===== src/rtl/tetris_input_conditioner.sv =====
// tetris_input_conditioner
//   Turns six raw active-low push buttons into clean pulses and levels for the
//   Tetris processor. Every button goes through a 2-flop synchroniser and a
//   debouncer. Five channels become fixed-width action pulses. fast_move
//   becomes a held level.
//
//   Optional feature macro: TETRIS_AUTOREPEAT_EN
//     defined   -> move_left / move_right auto-repeat while held
//     undefined -> every pulse channel fires once per press and the repeat
//                  wait logic is compiled out
//
//   Ports
//     clk_clk        in   system clock
//     reset_reset_n  in   async active-low reset
//     btn_n[5:0]     in   raw buttons, active low:
//                         0 move_left, 1 move_right, 2 rotate_left,
//                         3 rotate_right, 4 fast_move, 5 reset_game
//     move_left_o    out  action pulse
//     move_right_o   out  action pulse
//     rotate_left_o  out  action pulse
//     rotate_right_o out  action pulse
//     fast_move_o    out  debounced held level, 1 = pressed
//     reset_game_o   out  action pulse

// Per-channel pulse generator.
// States: IDLE -> PULSE -> (WAIT_DELAY | WAIT_REPEAT) -> PULSE ...
module tetris_pulse_channel #(
  parameter int PULSE_CYCLES  = 50000,
  parameter int REPEAT_DELAY  = 15000000,
  parameter int REPEAT_PERIOD = 5000000,
  parameter bit AUTO_REPEAT   = 1'b0
) (
  input  logic clk,
  input  logic rst_n,
  input  logic pressed,   // debounced level, 1 = pressed
  input  logic hold_off,  // both move buttons held: freeze the repeat wait
  output logic pulse
);
`ifdef TETRIS_AUTOREPEAT_EN
  localparam bit REP_ON = AUTO_REPEAT;
`else
  // Repeat compiled out: wait states are unreachable and the counter is
  // sized for the pulse width only.
  localparam bit REP_ON = AUTO_REPEAT & 1'b0;
`endif

  localparam int DELAY_W  = REPEAT_DELAY - PULSE_CYCLES;
  localparam int PERIOD_W = REPEAT_PERIOD - PULSE_CYCLES;
  localparam int WAIT_MAX = (DELAY_W > PERIOD_W) ? DELAY_W : PERIOD_W;
  localparam int CMAX     = (REP_ON && WAIT_MAX > PULSE_CYCLES) ? WAIT_MAX : PULSE_CYCLES;
  localparam int CW       = (CMAX > 1) ? $clog2(CMAX) : 1;

  localparam logic [CW-1:0] PULSE_LAST  = CW'(PULSE_CYCLES - 1);
  localparam logic [CW-1:0] DELAY_LAST  = CW'(DELAY_W - 1);
  localparam logic [CW-1:0] PERIOD_LAST = CW'(PERIOD_W - 1);

  localparam logic [1:0] IDLE        = 2'd0;
  localparam logic [1:0] PULSE       = 2'd1;
  localparam logic [1:0] WAIT_DELAY  = 2'd2;
  localparam logic [1:0] WAIT_REPEAT = 2'd3;

  logic [1:0]    state;
  logic [CW-1:0] cnt;
  logic          pressed_d;
  logic          repeating;  // current pulse is an auto-repeat, not the first
  logic [CW-1:0] wait_last;

  assign wait_last = (state == WAIT_DELAY) ? DELAY_LAST : PERIOD_LAST;

  always_ff @(posedge clk or negedge rst_n) begin
    if (!rst_n) begin
      state     <= IDLE;
      cnt       <= '0;
      pressed_d <= 1'b0;
      repeating <= 1'b0;
    end else begin
      pressed_d <= pressed;
      case (state)
        IDLE: begin
          cnt <= '0;
          // presses seen in any other state are dropped
          if (pressed && !pressed_d) begin
            state     <= PULSE;
            repeating <= 1'b0;
          end
        end
        PULSE: begin
          // a pulse always runs its full width, release or not
          if (cnt == PULSE_LAST) begin
            cnt <= '0;
            if (REP_ON && pressed) state <= repeating ? WAIT_REPEAT : WAIT_DELAY;
            else                   state <= IDLE;
          end else begin
            cnt <= cnt + 1'b1;
          end
        end
        WAIT_DELAY, WAIT_REPEAT: begin
          if (!pressed) begin
            state <= IDLE;
            cnt   <= '0;
          end else if (hold_off) begin
            cnt <= '0;
          end else if (cnt == wait_last) begin
            state     <= PULSE;
            cnt       <= '0;
            repeating <= 1'b1;
          end else begin
            cnt <= cnt + 1'b1;
          end
        end
        default: begin
          state <= IDLE;
          cnt   <= '0;
        end
      endcase
    end
  end

  assign pulse = (state == PULSE);
endmodule

module tetris_input_conditioner #(
  parameter int DEBOUNCE_CYCLES = 500000,
  parameter int PULSE_CYCLES    = 50000,
  parameter int REPEAT_DELAY    = 15000000,
  parameter int REPEAT_PERIOD   = 5000000
) (
  input  logic       clk_clk,
  input  logic       reset_reset_n,
  input  logic [5:0] btn_n,
  output logic       move_left_o,
  output logic       move_right_o,
  output logic       rotate_left_o,
  output logic       rotate_right_o,
  output logic       fast_move_o,
  output logic       reset_game_o
);
  localparam int NUM_BTN = 6;
  localparam int NUM_CH  = 5;
  localparam int DW      = (DEBOUNCE_CYCLES > 1) ? $clog2(DEBOUNCE_CYCLES) : 1;
  localparam logic [DW-1:0] DB_LAST = DW'(DEBOUNCE_CYCLES - 1);

  logic [NUM_BTN-1:0]         sync1, sync2;
  logic [NUM_BTN-1:0]         pressed;  // debounced, 1 = pressed
  logic [NUM_BTN-1:0][DW-1:0] db_cnt;
  logic [NUM_CH-1:0]          pulse;

  // Synchronisers reset to the released level so a button held through
  // reset is seen as a fresh press afterwards.
  always_ff @(posedge clk_clk or negedge reset_reset_n) begin
    if (!reset_reset_n) begin
      sync1 <= '1;
      sync2 <= '1;
    end else begin
      sync1 <= btn_n;
      sync2 <= sync1;
    end
  end

  // sync2 is active low, so sync2 != pressed means the synchronised level
  // agrees with the debounced state.
  always_ff @(posedge clk_clk or negedge reset_reset_n) begin
    if (!reset_reset_n) begin
      pressed <= '0;
      db_cnt  <= '0;
    end else begin
      for (int i = 0; i < NUM_BTN; i++) begin
        if (sync2[i] != pressed[i]) begin
          db_cnt[i] <= '0;
        end else if (db_cnt[i] == DB_LAST) begin
          pressed[i] <= ~pressed[i];
          db_cnt[i]  <= '0;
        end else begin
          db_cnt[i] <= db_cnt[i] + 1'b1;
        end
      end
    end
  end

  // Channel g drives button g, except the last channel which serves
  // reset_game (button 5); button 4 is a level, not a pulse.
  for (genvar g = 0; g < NUM_CH; g++) begin : g_ch
    localparam int B = (g == NUM_CH - 1) ? 5 : g;
    tetris_pulse_channel #(
      .PULSE_CYCLES (PULSE_CYCLES),
      .REPEAT_DELAY (REPEAT_DELAY),
      .REPEAT_PERIOD(REPEAT_PERIOD),
      .AUTO_REPEAT  (g < 2)
    ) u_ch (
      .clk     (clk_clk),
      .rst_n   (reset_reset_n),
      .pressed (pressed[B]),
      .hold_off(pressed[0] & pressed[1]),
      .pulse   (pulse[g])
    );
  end

  assign move_left_o    = pulse[0];
  assign move_right_o   = pulse[1];
  assign rotate_left_o  = pulse[2];
  assign rotate_right_o = pulse[3];
  assign reset_game_o   = pulse[4];
  assign fast_move_o    = pressed[4];
endmodule


===== config.mk =====
export PLATFORM = sky130hd
export DESIGN_NAME = tetris_input_conditioner
export DESIGN_NICKNAME = d
export VERILOG_FILES = /design/src/rtl/tetris_input_conditioner.sv
export SDC_FILE = /design/constraint.sdc
export NUM_CORES = 1
export LEC_CHECK = 0
export BUFFER_PORTS_ARGS = -buffer_cell sky130_fd_sc_hd__buf_2
export CORE_MARGIN = 1.5
export CORE_UTILIZATION = 55
export CTS_CLUSTER_DIAMETER = 200
export DETAILED_ROUTE_END_ITERATION = 8
export PLACE_DENSITY = 0.71
export SLEW_MARGIN = 15
export SYNTH_ARGS = -nofsm -noshare
export SYNTH_HDL_FRONTEND = slang
export SYNTH_HIERARCHICAL = 1
export SYNTH_SLANG_ARGS = --single-unit

===== constraint.sdc =====
create_clock -name clk_clk -period 2.7 [get_ports clk_clk]
set_clock_uncertainty 0.15 [all_clocks]
set_input_delay 0.27 -clock clk_clk [delete_from_list [all_inputs] [get_ports clk_clk]]
set_output_delay 0.27 -clock clk_clk [all_outputs]
set_load 0.03 [all_outputs]

Yosys cells after proc, flatten, opt, wreduce, memory -nomap -nowiden

Index checks and enable logic that the tools add are counted.

Word-level logic and storage cells: 213
Bits in latches: 0
Memories: 0
Register bits after elaboration: 227
Memory bits (writable): 0
Output and inout port bits: 6
Memory bits (read-only): 0

Reductions and logical operators: 31
Bitwise logic cells: 13
Order comparisons: 0
Divide/modulo/power cells: 0
Eq/ne operators: 57
Muxes and demuxes: 72
Multiply operators: 0
Add/subtract/negate cells: 11
Shift-type cells: 0

Operators by type and width:

| operator                | count |
|---|---|
| $mux W16                | 25 |
| $pmux W16 S3            | 5 |
| $mux W19                | 12 |
| $add A19 B1 Y19 const B | 6 |
| $eq A19 B19 Y1 const B  | 6 |
| $add A16 B1 Y16 const B | 5 |
| $eq A16 B16 Y1          | 5 |
| $eq A16 B16 Y1 const B  | 5 |
| $mux W2                 | 25 |
| $pmux W2 S3             | 5 |
| $eq A2 B2 Y1 const B    | 10 |
| $ne A2 B1 Y1 const B    | 10 |
| $reduce_and A4 Y1       | 5 |
| $ne A3 B2 Y1 const B    | 5 |
| $ne A3 B3 Y1 const B    | 5 |
| $not A1 Y1              | 12 |
| $reduce_and A2 Y1       | 6 |
| $eq A2 B1 Y1 const B    | 5 |
| $logic_not A2 Y1        | 5 |
| $reduce_or A2 Y1        | 5 |
| $ne A1 B1 Y1            | 6 |
| $logic_and A1 B1 Y1     | 5 |
| $logic_not A1 Y1        | 5 |
| $and A1 B1 Y1           | 1 |

Depth between registers and ports, before layout

Depth in word-level cells: 7
Gate-level depth with buffers: 6
Depth with buffers taken out: 5

Cells and area by module

Netlist, hierarchy kept.

By module, submodules not included:

| module                   | seq. area each (µm²) | area an instance (µm²) | cells each | times used |
|---|---|---|---|---|
| tetris_input_conditioner | 3318.2               | 6387.4                 | 626        | 1 |
| tetris_pulse_channel     | 450.4                | 853.3                  | 83         | 5 |

Least setup slack after synthesis

No wires, ideal clock.

Path type: register to register
From: reg db_cnt[106] (netlist name)
To: reg db_cnt[106] (netlist name)
Setup slack: 0.562 ns
Stages on the path, launching flop included: 6
Path buffers: 1
Arrival: 1.869 ns
Data required time: 2.431 ns
Path through: dfrtp_1 -> or4_1 -> or4_4 -> o21ai_4 -> buf_6 -> nor2_1

Longest elaborated chain between the ends: 3

Ends and longest elaborated chain:

| element                                                  | RTL line | text |
|---|---|---|
| from (decl)                                              | 145      | `logic [NUM_BTN-1:0][DW-1:0] db_cnt;` |
| from (signal, indexed assignment)                        | 174      | `db_cnt[i] <= db_cnt[i] + 1'b1;` |
| $add A19 B1 Y19 / $eq A19 B19 Y1 (equally long branches) | 174, 170 |  |
| $mux W19 *                                               | 170      | `end else if (db_cnt[i] == DB_LAST) begin` |
| $mux W19 *                                               | 168      | `if (sync2[i] != pressed[i]) begin` |

Mark *: on every way between the ends. The rest lies on a longest branch, timed or not.
A chain may end at the register's enable or synchronous reset.

Final worst setup path

From: reg db_cnt[50] (netlist name)
To: reg db_cnt[44] (netlist name)

Longest elaborated chain between the ends: 3

Ends and longest elaborated chain:

| element        | RTL line |
|---|---|
| $eq A19 B19 Y1 | 170 |
| $mux W19       | 170 |
| $mux W19       | 168 |

Every way passes these cells.

==> results.py <==
metrics = {
    "sta": {
        "slew_headroom_pct": 60.32,
        "final.setup.worst_slack_ns": 0.3303,
        "rsz0062_at_grt": "no",
        "setup-violations-final": 0,
        "fmax_mhz": 422.0,
        "tightest_slew_ns": 0.5952,
        "period_share_pct": 87.77,
        "fin_crit_ns": 2.370,
        "hold_viol": 0,
        "slew_violations": 0,
        "fin_tns_setup_ns": 0,
    },
    "routing": {
        "drt_iter0_markers": 420,
        "vias": 7414,
        "via_per_inst": 5.424,
        "wl_um": 18700,
        "firstDrtPassIters": 5,
        "drc": 0,
        "routedWlPerCell_um": 13.68,
        "drtAntennaViolNets": 0,
    },
    "power": {
        "peakVddDrop_v": 0.0006160,
        "p_leak_uw": 0.004550,
        "p_total_uw": 6757,
        "p_per_area_nw_per_um2": 566.5,
    },
    "outcome": {
        "status": "completed",
    },
    "clocking": {
        "cts-root-buf": "clkbuf_16",
        "clock_sinks": 222,
        "cts_tree": "built",
        "clock_latency_ns": 0.51,
        "clkTransAtPathRegs_ns": 0.06,
        "cts_buffers": 24,
        "htreeDepth": 1,
        "cts_buffer_depth": 3,
    },
    "place": {
        "gp_congestion": 0.8311,
        "port_buffers": 13,
        "hpwl_um": 12250,
        "dp_worst_setup_slack_ns": 0.3444,
    },
    "critical_path": {
        "r2r-end": "db_cnt[44]$_DFF_PN0_",
        "critPathKind": "reg2reg",
        "worst-r2r-setup-slack_ns": 0.33,
        "start_kind": "register",
        "critical_path.max_fanout": 18,
        "crit_required_ns": 2.92,
        "cpLargestDelayFamily": "simple AND/OR/NAND/NOR gates",
        "rr_worst_depth": 4,
        "endpoint_kind": "register",
        "cpPeakStageDelay_ns": 0.56,
        "cp_cell_sequence": "or4_1, or4_4, o21ai_4, nor2_1",
        "cp_slowest_cell": "or4_4",
        "path_buf_inv": 0,
        "arrival_ns": 2.59,
        "r2r-start": "db_cnt[50]$_DFF_PN0_",
    },
    "global_route": {
        "antenna_found_initial": 0,
        "track_usage_pct": 19.64,
        "grt_pass1_vias": 7265,
        "grt_use_met1_pct": 27.67,
        "grt_pass1_wl_um": 33350,
        "grt-ovfl-total": 0,
        "met2_usage_pct": 31.91,
        "grt_max_degree": 83,
        "gr-usage-met3_pct": 2.995,
        "top_usage_layer": "met2",
    },
    "finish": {
        "drive_above_1_share_pct": 10.75,
        "nFillCells": 1505,
        "synthToLayoutAreaGrowth_pct": 11.99,
        "antennaDiodeCount": 0,
        "nets": 1108,
    },
    "yosys": {
        "syn_nets": 1059,
        "synth_area_um2": 10650,
        "syn_avg_cell_area_um2": 10.24,
        "yosysWarnings": 6,
        "syn_inst": 1040,
    },
    "floorplanning": {
        "dieHeight_um": 142.2,
        "io_pins": 14,
        "die_w_um": 142.2,
        "coreArea_um2": 18830,
        "dieArea_um2": 20210,
        "num_rows": 50,
        "start_util_pct": 56.56,
    },
    "job": {
        "maxCapViolCount": 0,
    },
    "hold_path": {
        "hp-class": "in2async",
    },
}
routing by layer:
metal,share of wire [%],wire (um)
met1,49,9087
met2,46,8662
met3,2.9,543
met4,2.2,408
met5,0,0
placed cells by master (no fill, tap or decap), types with 18 or more instances in the layout:
cell type / instances
nand2_1: 46
or3_1: 22
nor2_1: 191
nand4_1: 34
inv_1: 50
nor3_1: 32
xnor2_1: 118
o21ai_0: 20
a21oi_1: 32
o31ai_1: 18
nor4_1: 26
xor2_1: 27
buf_4: 20
nand3_1: 68
dfrtp_1: 210
or4_1: 24
clkbuf_16: 25
state kept, by name, indices dropped and copies added (netlist names):
| register | count |
|---|---|
| sync1 | 6 |
| g_ch.u_ch/cnt | 80 |
| sync2 | 6 |
| g_ch.u_ch/state | 5 |
| pressed | 6 |
| db_cnt | 114 |
| g_ch.u_ch/pressed_d | 5 |
worst max-delay path by stage:
stage / start / slack [ns] / cells past startpoint / to
2_1_floorplan: db_cnt[106]$_DFF_PN0_ / 0.56 / 5 / db_cnt[106]$_DFF_PN0_
3_3_place_gp: db_cnt[50]$_DFF_PN0_ / 0.40 / 4 / db_cnt[49]$_DFF_PN0_
3_5_place_dp: db_cnt[69]$_DFF_PN0_ / 0.34 / 4 / db_cnt[64]$_DFF_PN0_
4_1_cts: db_cnt[50]$_DFF_PN0_ / 0.31 / 4 / db_cnt[44]$_DFF_PN0_
5_1_grt: db_cnt[69]$_DFF_PN0_ / 0.24 / 4 / db_cnt[68]$_DFF_PN0_
6_report: db_cnt[50]$_DFF_PN0_ / 0.33 / 4 / db_cnt[44]$_DFF_PN0_
stage by stage:
stage | hold slack (ns) | cells | utilization, % | area, um2
floorplan | -0.1756 | 1040 | - | 10650
detailed placement | 0.1516 | 1316 | 58.78 | 11070
finish | 0.1800 | 1367 | 63.34 | 11930
CTS | 0.1992 | 1367 | 63.34 | 11930
global placement | 0.1485 | 1316 | 58.78 | 11070
global route | 0.1997 | 1367 | 63.34 | 11930
where the power goes:
part           internal, uW  total, uW  switching [uW]  leakage [uW]
sequential             3370       3390            28.3       0.00305
clock                  1910       3200            1290      0.000394
combinational          48.3        167             119       0.00111
total                  5320       6760            1440       0.00455
layout make-up:
class / instances / area [um2] / area share [%]
Multi-Input combinational cell: 750 / 4741 / 39.75
Clock inverter: 7 / 37.54 / 0.3147
Clock buffer: 37 / 750.7 / 6.294
Tap cell: 260 / 325.3 / 2.727
Timing Repair Buffer: 41 / 315.3 / 2.643
Sequential cell: 222 / 5570 / 46.70
Inverter: 50 / 187.7 / 1.573
repair_timing:
action / in CTS / in global routing
resized for setup: 0 / 0
hold buffers: 7 / 0
setup buffers: 0 / 0
hold endpoints to repair: 82 / 0
Power figures use the tool's default switching activity.
